[config.mk]
export PLATFORM = sky130hd
export DESIGN_NAME = uart_cmd_assembler_flat
export DESIGN_NICKNAME = d
export VERILOG_FILES = /design/src/rtl/uart_cmd_assembler_pkg.sv /design/src/rtl/uart_cmd_assembler_if.sv /design/src/rtl/uart_cmd_assembler_inter_byte_timer.sv /design/src/rtl/uart_cmd_assembler.sv /design/src/flat_wrapper.sv
export SDC_FILE = /design/constraint.sdc
export NUM_CORES = 1
export LEC_CHECK = 0
export BUFFER_PORTS_ARGS = -buffer_cell sky130_fd_sc_hd__buf_2
export CAP_MARGIN = 15
export CORE_AREA = 2 2 68 70
export CTS_BUF_LIST = sky130_fd_sc_hd__clkbuf_8
export CTS_CLUSTER_DIAMETER = 200
export DETAILED_ROUTE_END_ITERATION = 6
export DIE_AREA = 0 0 70 72
export MAX_ROUTING_LAYER = met4
export PLACE_DENSITY = 0.9
export SYNTH_ARGS = -nofsm -noshare
export SYNTH_HDL_FRONTEND = slang
export SYNTH_SLANG_ARGS = --single-unit
[constraint.sdc]
create_clock -name clk -period 2.1 [get_ports clk]
set_input_delay 0.42 -clock clk [delete_from_list [all_inputs] [get_ports clk]]
set_output_delay 0.42 -clock clk [all_outputs]
set_load 0.01 [all_outputs]
[src/rtl/uart_cmd_assembler_pkg.sv]
// Shared constants and FSM state types for the robot command front end.
// Latency: n/a (declarations only).
// Backpressure: n/a.
package uart_cmd_assembler_pkg;

  // Well-known command/response codes exchanged with the host
  localparam logic [7:0]  POS_ACK  = 8'hA5;
  localparam logic [15:0] CAL_GYRO = 16'h2000;

  // Receive side: waiting for the high byte, then for the low byte
  typedef enum logic {
    WAIT_HI = 1'b0,
    WAIT_LO = 1'b1
  } rx_state_t;

  // Transmit side: idle, or one byte in flight in the UART transmitter
  typedef enum logic {
    TX_IDLE = 1'b0,
    TX_BUSY = 1'b1
  } tx_state_t;

endpackage

[src/rtl/uart_cmd_assembler_if.sv]
// Bundle of UART-side and command-processor-side signals of the assembler.
// Latency: n/a (wiring only).
// Backpressure: rx via clr_rx_rdy acknowledge, cmd via clr_cmd_rdy, tx via tx_done.
// Ports (slave = assembler side):
//   in : rx_rdy, rx_data, clr_cmd_rdy, resp, snd_resp, tx_done
//   out: clr_rx_rdy, cmd, cmd_rdy, tx_data, trmt, resp_sent, byte_err
interface uart_cmd_assembler_if;
  logic        rx_rdy;
  logic [7:0]  rx_data;
  logic        clr_rx_rdy;
  logic [15:0] cmd;
  logic        cmd_rdy;
  logic        clr_cmd_rdy;
  logic [7:0]  resp;
  logic        snd_resp;
  logic [7:0]  tx_data;
  logic        trmt;
  logic        tx_done;
  logic        resp_sent;
  logic        byte_err;

  modport slave (
    input  rx_rdy, rx_data, clr_cmd_rdy, resp, snd_resp, tx_done,
    output clr_rx_rdy, cmd, cmd_rdy, tx_data, trmt, resp_sent, byte_err
  );

  modport master (
    output rx_rdy, rx_data, clr_cmd_rdy, resp, snd_resp, tx_done,
    input  clr_rx_rdy, cmd, cmd_rdy, tx_data, trmt, resp_sent, byte_err
  );
endinterface

[src/rtl/uart_cmd_assembler_inter_byte_timer.sv]
// Counts clocks spent waiting for the low byte; flags the last allowed clock.
// Latency: o_term is combinational from the count register.
// Backpressure: none; the counter parks at the terminal value until cleared.
// Ports: clk, RST_n, i_clr (sync clear, wins), i_en (count), o_term (count == BYTE_TIMEOUT-1).
module uart_cmd_assembler_inter_byte_timer #(
  parameter int unsigned BYTE_TIMEOUT = 50000,
  parameter int unsigned TMR_W        = 16
) (
  input  logic clk,
  input  logic RST_n,
  input  logic i_clr,
  input  logic i_en,
  output logic o_term
);

  localparam logic [TMR_W-1:0] TERM = TMR_W'(BYTE_TIMEOUT - 1);

  logic [TMR_W-1:0] r_cnt;
  logic             w_term;

  assign w_term = (r_cnt == TERM);
  assign o_term = w_term;

  // Parking at TERM keeps the counter from wrapping back into the valid window
  always_ff @(posedge clk or negedge RST_n) begin
    if (!RST_n) begin
      r_cnt <= '0;
    end else if (i_clr) begin
      r_cnt <= '0;
    end else if (i_en && !w_term) begin
      r_cnt <= r_cnt + 1'b1;
    end
  end

endmodule

[src/rtl/uart_cmd_assembler.sv]
// Assembles MSB-first UART byte pairs into 16-bit commands; sends 8-bit responses back.
// Latency: cmd_rdy/clr_rx_rdy 1 clk after rx_rdy sampled; trmt 1 clk after snd_resp (idle).
// Backpressure: rx bytes acked by a clr_rx_rdy pulse; tx holds one pending response while busy (last wins).
// Ports: clk, RST_n, bus (slave modport of uart_cmd_assembler_if).
module uart_cmd_assembler
  import uart_cmd_assembler_pkg::*;
#(
  parameter int unsigned BYTE_TIMEOUT = 50000,
  parameter int unsigned TMR_W        = 16
) (
  input  logic                 clk,
  input  logic                 RST_n,
  uart_cmd_assembler_if.slave  bus
);

  // ---------------------------------------------------------------- Rx path
  rx_state_t   r_rx_state, w_rx_nxt;
  logic [15:0] r_cmd;
  logic        r_cmd_rdy;
  logic        r_clr_rx_rdy;
  logic        r_byte_err;

  logic w_rx_take;
  logic w_cap_hi, w_cap_lo, w_tmo;
  logic w_tmr_clr, w_tmr_en, w_tmr_term;

  // The receiver still shows the byte we just acked for one clock; skip it
  assign w_rx_take = bus.rx_rdy & ~r_clr_rx_rdy;

  uart_cmd_assembler_inter_byte_timer #(
    .BYTE_TIMEOUT (BYTE_TIMEOUT),
    .TMR_W        (TMR_W)
  ) u_tmr (
    .clk    (clk),
    .RST_n  (RST_n),
    .i_clr  (w_tmr_clr),
    .i_en   (w_tmr_en),
    .o_term (w_tmr_term)
  );

  always_ff @(posedge clk or negedge RST_n) begin
    if (!RST_n) r_rx_state <= WAIT_HI;
    else        r_rx_state <= w_rx_nxt;
  end

  always_comb begin
    w_rx_nxt = r_rx_state;
    unique case (r_rx_state)
      WAIT_HI: if (w_rx_take)               w_rx_nxt = WAIT_LO;
      WAIT_LO: if (w_rx_take || w_tmr_term) w_rx_nxt = WAIT_HI;
      default:                              w_rx_nxt = WAIT_HI;
    endcase
  end

  always_comb begin
    w_cap_hi  = 1'b0;
    w_cap_lo  = 1'b0;
    w_tmo     = 1'b0;
    w_tmr_clr = 1'b1;
    w_tmr_en  = 1'b0;
    unique case (r_rx_state)
      WAIT_HI: begin
        w_cap_hi = w_rx_take;
      end
      WAIT_LO: begin
        w_tmr_clr = 1'b0;
        w_tmr_en  = 1'b1;
        w_cap_lo  = w_rx_take;
        // A byte arriving on the last allowed clock still completes the pair
        w_tmo     = w_tmr_term & ~w_rx_take;
      end
      default: ;
    endcase
  end

  always_ff @(posedge clk or negedge RST_n) begin
    if (!RST_n) begin
      r_cmd        <= '0;
      r_cmd_rdy    <= 1'b0;
      r_clr_rx_rdy <= 1'b0;
      r_byte_err   <= 1'b0;
    end else begin
      r_clr_rx_rdy <= w_cap_hi | w_cap_lo;
      r_byte_err   <= w_tmo;
      if (w_cap_hi) begin
        r_cmd[15:8] <= bus.rx_data;
        r_cmd_rdy   <= 1'b0;
      end else if (w_cap_lo) begin
        // Completing a command beats a simultaneous consumer clear
        r_cmd[7:0] <= bus.rx_data;
        r_cmd_rdy  <= 1'b1;
      end else if (bus.clr_cmd_rdy) begin
        r_cmd_rdy <= 1'b0;
      end
    end
  end

  assign bus.cmd        = r_cmd;
  assign bus.cmd_rdy    = r_cmd_rdy;
  assign bus.clr_rx_rdy = r_clr_rx_rdy;
  assign bus.byte_err   = r_byte_err;

  // ---------------------------------------------------------------- Tx path
  tx_state_t  r_tx_state, w_tx_nxt;
  logic [7:0] r_tx_data;
  logic       r_trmt;
  logic       r_resp_sent;
  logic       r_pend_vld;
  logic [7:0] r_pend_dat;

  logic       w_issue, w_done, w_pend_wr;
  logic [7:0] w_issue_dat;

  always_ff @(posedge clk or negedge RST_n) begin
    if (!RST_n) r_tx_state <= TX_IDLE;
    else        r_tx_state <= w_tx_nxt;
  end

  always_comb begin
    w_tx_nxt = r_tx_state;
    unique case (r_tx_state)
      TX_IDLE: if (bus.snd_resp || r_pend_vld) w_tx_nxt = TX_BUSY;
      TX_BUSY: if (bus.tx_done)                w_tx_nxt = TX_IDLE;
      default:                                 w_tx_nxt = TX_IDLE;
    endcase
  end

  always_comb begin
    w_issue     = 1'b0;
    w_done      = 1'b0;
    w_pend_wr   = 1'b0;
    w_issue_dat = r_pend_vld ? r_pend_dat : bus.resp;
    unique case (r_tx_state)
      TX_IDLE: begin
        w_issue   = bus.snd_resp | r_pend_vld;
        // Older pending byte goes first; a fresh request queues behind it
        w_pend_wr = bus.snd_resp & r_pend_vld;
      end
      TX_BUSY: begin
        w_done    = bus.tx_done;
        w_pend_wr = bus.snd_resp;
      end
      default: ;
    endcase
  end

  always_ff @(posedge clk or negedge RST_n) begin
    if (!RST_n) begin
      r_tx_data   <= '0;
      r_trmt      <= 1'b0;
      r_resp_sent <= 1'b0;
      r_pend_vld  <= 1'b0;
      r_pend_dat  <= '0;
    end else begin
      r_trmt      <= w_issue;
      r_resp_sent <= w_done;
      if (w_issue) r_tx_data <= w_issue_dat;
      if (w_pend_wr) begin
        r_pend_vld <= 1'b1;
        r_pend_dat <= bus.resp;
      end else if (w_issue) begin
        r_pend_vld <= 1'b0;
      end
    end
  end

  assign bus.tx_data   = r_tx_data;
  assign bus.trmt      = r_trmt;
  assign bus.resp_sent = r_resp_sent;

endmodule

[src/flat_wrapper.sv]
// flat-port wrapper written by rule: the top's interface ports become plain ports
module uart_cmd_assembler_flat import uart_cmd_assembler_pkg::*;
#(
  parameter int unsigned BYTE_TIMEOUT = 50000,
  parameter int unsigned TMR_W        = 16
)
  (clk, RST_n, bus_rx_rdy, bus_rx_data, bus_clr_cmd_rdy, bus_resp, bus_snd_resp, bus_tx_done, bus_clr_rx_rdy, bus_cmd, bus_cmd_rdy, bus_tx_data, bus_trmt, bus_resp_sent, bus_byte_err);
  uart_cmd_assembler_if bus_i ();
  input  logic clk;
  input  logic RST_n;
  input wire logic [$bits(bus_i.rx_rdy)-1:0] bus_rx_rdy;
  input wire logic [$bits(bus_i.rx_data)-1:0] bus_rx_data;
  input wire logic [$bits(bus_i.clr_cmd_rdy)-1:0] bus_clr_cmd_rdy;
  input wire logic [$bits(bus_i.resp)-1:0] bus_resp;
  input wire logic [$bits(bus_i.snd_resp)-1:0] bus_snd_resp;
  input wire logic [$bits(bus_i.tx_done)-1:0] bus_tx_done;
  output wire logic [$bits(bus_i.clr_rx_rdy)-1:0] bus_clr_rx_rdy;
  output wire logic [$bits(bus_i.cmd)-1:0] bus_cmd;
  output wire logic [$bits(bus_i.cmd_rdy)-1:0] bus_cmd_rdy;
  output wire logic [$bits(bus_i.tx_data)-1:0] bus_tx_data;
  output wire logic [$bits(bus_i.trmt)-1:0] bus_trmt;
  output wire logic [$bits(bus_i.resp_sent)-1:0] bus_resp_sent;
  output wire logic [$bits(bus_i.byte_err)-1:0] bus_byte_err;
  assign bus_i.rx_rdy = bus_rx_rdy;
  assign bus_i.rx_data = bus_rx_data;
  assign bus_i.clr_cmd_rdy = bus_clr_cmd_rdy;
  assign bus_i.resp = bus_resp;
  assign bus_i.snd_resp = bus_snd_resp;
  assign bus_i.tx_done = bus_tx_done;
  assign bus_clr_rx_rdy = bus_i.clr_rx_rdy;
  assign bus_cmd = bus_i.cmd;
  assign bus_cmd_rdy = bus_i.cmd_rdy;
  assign bus_tx_data = bus_i.tx_data;
  assign bus_trmt = bus_i.trmt;
  assign bus_resp_sent = bus_i.resp_sent;
  assign bus_byte_err = bus_i.byte_err;
  uart_cmd_assembler #(.BYTE_TIMEOUT(BYTE_TIMEOUT), .TMR_W(TMR_W)) u_core (.clk(clk), .RST_n(RST_n), .bus(bus_i));
endmodule
==> flow_summary.json <==
{
  "layout_commonest_cell": "dfrtp_1",
  "min_path_type": "input port to asynchronous set/reset pin",
  "tns_ps": 0,
  "path_class": "flip-flop to flip-flop",
  "clockBufferDepth": 2,
  "reg2reg_slack_ps": 140,
  "viasPerCell": 5.51,
  "hold_viol": 0,
  "cts_root_buf": "clkbuf_8",
  "place.gp.congestion": 0.828,
  "max_slew_margin_pct": 63.8,
  "cts_setup_buffers": 0,
  "utilization_pct": 65.6,
  "rsz0062_at_grt": "no",
  "core-area_um2": 4260,
  "start_kind": "flip-flop",
  "endpoint_kind": "flip-flop",
  "clock_latency_ps": 310,
  "drtIter0Drc": 90,
  "ctsResizeCount": 0,
  "grt_pass1_wl_um": 7700,
  "ios": 51,
  "clock.fmax_ghz": 0.509,
  "grt_pass1_vias": 1716,
  "cp.required_ps": 2330,
  "path_clk_slew_ps": 100,
  "cp.arrival_ps": 2190,
  "drc_errors": 0,
  "synth_edf_count": 0,
  "peakVddDrop_mv": 0.806,
  "path_cells": "or4_1 -> nor4_2 -> and2b_1 -> mux2i_1",
  "grt_use_met1_pct": 22.5,
  "synthDistinctLibCells": 31,
  "die_area_um2": 5040,
  "met3_usage_pct": 5.28,
  "layout_setup_ws_ps": 135,
  "finClkSkew_ps": 6.02,
  "synth_cells": 193,
  "r2r_cells": 4,
  "maxSlewViolCount": 0,
  "synthToLayoutAreaGrowth_pct": 20.0,
  "start_util_pct": 54.7,
  "num_rows": 24,
  "dr.pass1.iters": 4,
  "n_antenna_cell": 0,
  "async_flop_share_pct": 100,
  "cts_sinks": 56,
  "fin_nets": 274,
  "totalWireLength_um": 4610,
  "postRouteAntennaNets": 0,
  "grt_busiest_layer": "met2",
  "routedWlPerCell_um": 15.2,
  "cts_tree": "built",
  "layout_min_cycle_time_ps": 1960,
  "syn_nets": 216,
  "vias": 1675,
  "drive_gt1_share_pct": 35.7,
  "yosys.area.top_type_share_pct": 60.1,
  "whs_ps": 85.1,
  "grt_usage_pct": 20.2,
  "cts_hold_buf": 0,
  "ys_seq_area_share_pct": 60.1,
  "cp_max_fo": 5,
  "leakage_nw": 1.30,
  "outcome": "finished, final reports clean",
  "fillCellCount": 324,
  "dpl.hpwl_um": 3260,
  "die_y_um": 72,
  "place_ws_ps": 143,
  "gr-total-overflow": 0,
  "max_slew.worst_pin.slew_ps": 543,
  "use_met2_pct": 33.9,
  "postSynthAreaPerCell_um2": 12.1,
  "powerDensity_nw_per_um2": 1010,
  "htree_num_levels": 2,
  "port_buffers": 50,
  "critPathSlowestCell": "or4_1",
  "fin_crit_sh_pct": 93.6,
  "cap_violations": 0,
  "netlist_area_um2": 2330,
  "antenna_found_initial": 0,
  "grt_start_max_net_pins": 57,
  "r2r-start": "u_core.u_tmr.r_cnt[12]",
  "synth-seq-cells": 56,
  "regToRegEndpoint": "u_core.u_tmr.r_cnt[0]",
  "mostFrequentLayoutCells": "dfrtp_1 (56), buf_2 (50), mux2_2 (24)",
  "cts_buffers": 5,
  "synth_area_leaders": "dfrtp_1 (60%), mux2_2 (12%), mux2i_1 (4.3%), nand2_1 (3.4%), o21ai_0 (3.2%)",
  "setup_viol": 0,
  "ys.warnings.count": 0,
  "ys.flop_type": "dfrtp_1",
  "yosysTopAreaCell": "dfrtp_1",
  "cp_slowest_stage_delay_ps": 550,
  "fp.dieW_um": 70
}
-- worst max-delay path: cells and delay by family, from the launching register on --
kind,cells,cell delay (ps)
AND/OR/NAND/NOR,3,1210
flip-flops,1,440
multiplexers,1,240
-- logic make-up after synthesis --
kind of cell,count (synthesis),synth area share (%)
compound gates,25,5.69
xor+xnor,7,2.63
fa+ha+maj,2,0.966
buf+inv,8,1.29
flops,56,60.1
mux,34,15.9
simple gates,61,13.5
-- cell usage after synthesis (all sizes together) (2+ instances only) --
library cell / n
nor3: 4
o21ai: 16
clkbuf: 3
mux2: 24
a21oi: 5
nor2: 10
o21bai: 2
nand3: 4
nand4: 3
nand2: 21
dfrtp: 56
or3: 6
a31oi: 2
inv: 4
nor4: 4
xnor2: 6
mux2i: 10
nand2b: 3
or4: 2
-- stage by stage --
step           instance area, um2  cells  total power [mW]
3_5_place_dp                 2680    296              2.14
5_1_grt                      2800    304              2.98
2_1_floorplan                2330    193              1.81
4_1_cts                      2800    304              2.86
6_report                     2800    304              2.83
3_3_place_gp                 2680    296              2.08
-- power by group --
group / internal, mW / total (mW) / switching [mW]
Clock: 0.360 / 0.714 / 0.354
Sequential: 1.30 / 1.45 / 0.153
Combinational: 0.326 / 0.666 / 0.340
Total: 1.99 / 2.83 / 0.848
-- sequential cells by signal, summed over array words and instances (netlist names), 8 cells and up --
| name | cells |
|---|---|
| u_core.bus.cmd | 16 |
| u_core.bus.tx_data | 8 |
| u_core.r_pend_dat | 8 |
| u_core.u_tmr.r_cnt | 16 |
-- area by class of cell --
class | count | area [um2] | share of cell area [%]
Inverter | 4 | 15.0 | 0.537
Sequential cell | 56 | 1400 | 50.1
Tap cell | 52 | 65.1 | 2.33
Timing Repair Buffer | 55 | 300 | 10.7
Clock inverter | 3 | 46.3 | 1.65
Multi-Input combinational cell | 129 | 901 | 32.2
Clock buffer | 5 | 68.8 | 2.46
-- how the worst max path moves through the flow --
stage | to | cells past startpoint | slack, ps | start
after floorplan | u_core.u_tmr.r_cnt[0] | 4 | 370 | u_core.u_tmr.r_cnt[12]
after global placement | u_core.u_tmr.r_cnt[0] | 4 | 290 | u_core.u_tmr.r_cnt[12]
after detailed placement | u_core.u_tmr.r_cnt[0] | 4 | 140 | u_core.u_tmr.r_cnt[12]
after CTS | u_core.u_tmr.r_cnt[0] | 4 | 120 | u_core.u_tmr.r_cnt[12]
after global routing | u_core.u_tmr.r_cnt[0] | 4 | 40 | u_core.u_tmr.r_cnt[12]
final | u_core.u_tmr.r_cnt[0] | 4 | 140 | u_core.u_tmr.r_cnt[12]
-- layer usage --
| metal | routed length [um] | up-vias |
|---|---|---|
| met1 | 1870 | 832 |
| li1 | - | 793 |
| met5 | 0 | - |
| met4 | 116 | 0 |
| met3 | 215 | 10 |
| met2 | 2400 | 40 |
Power figures use the tool's default switching activity.
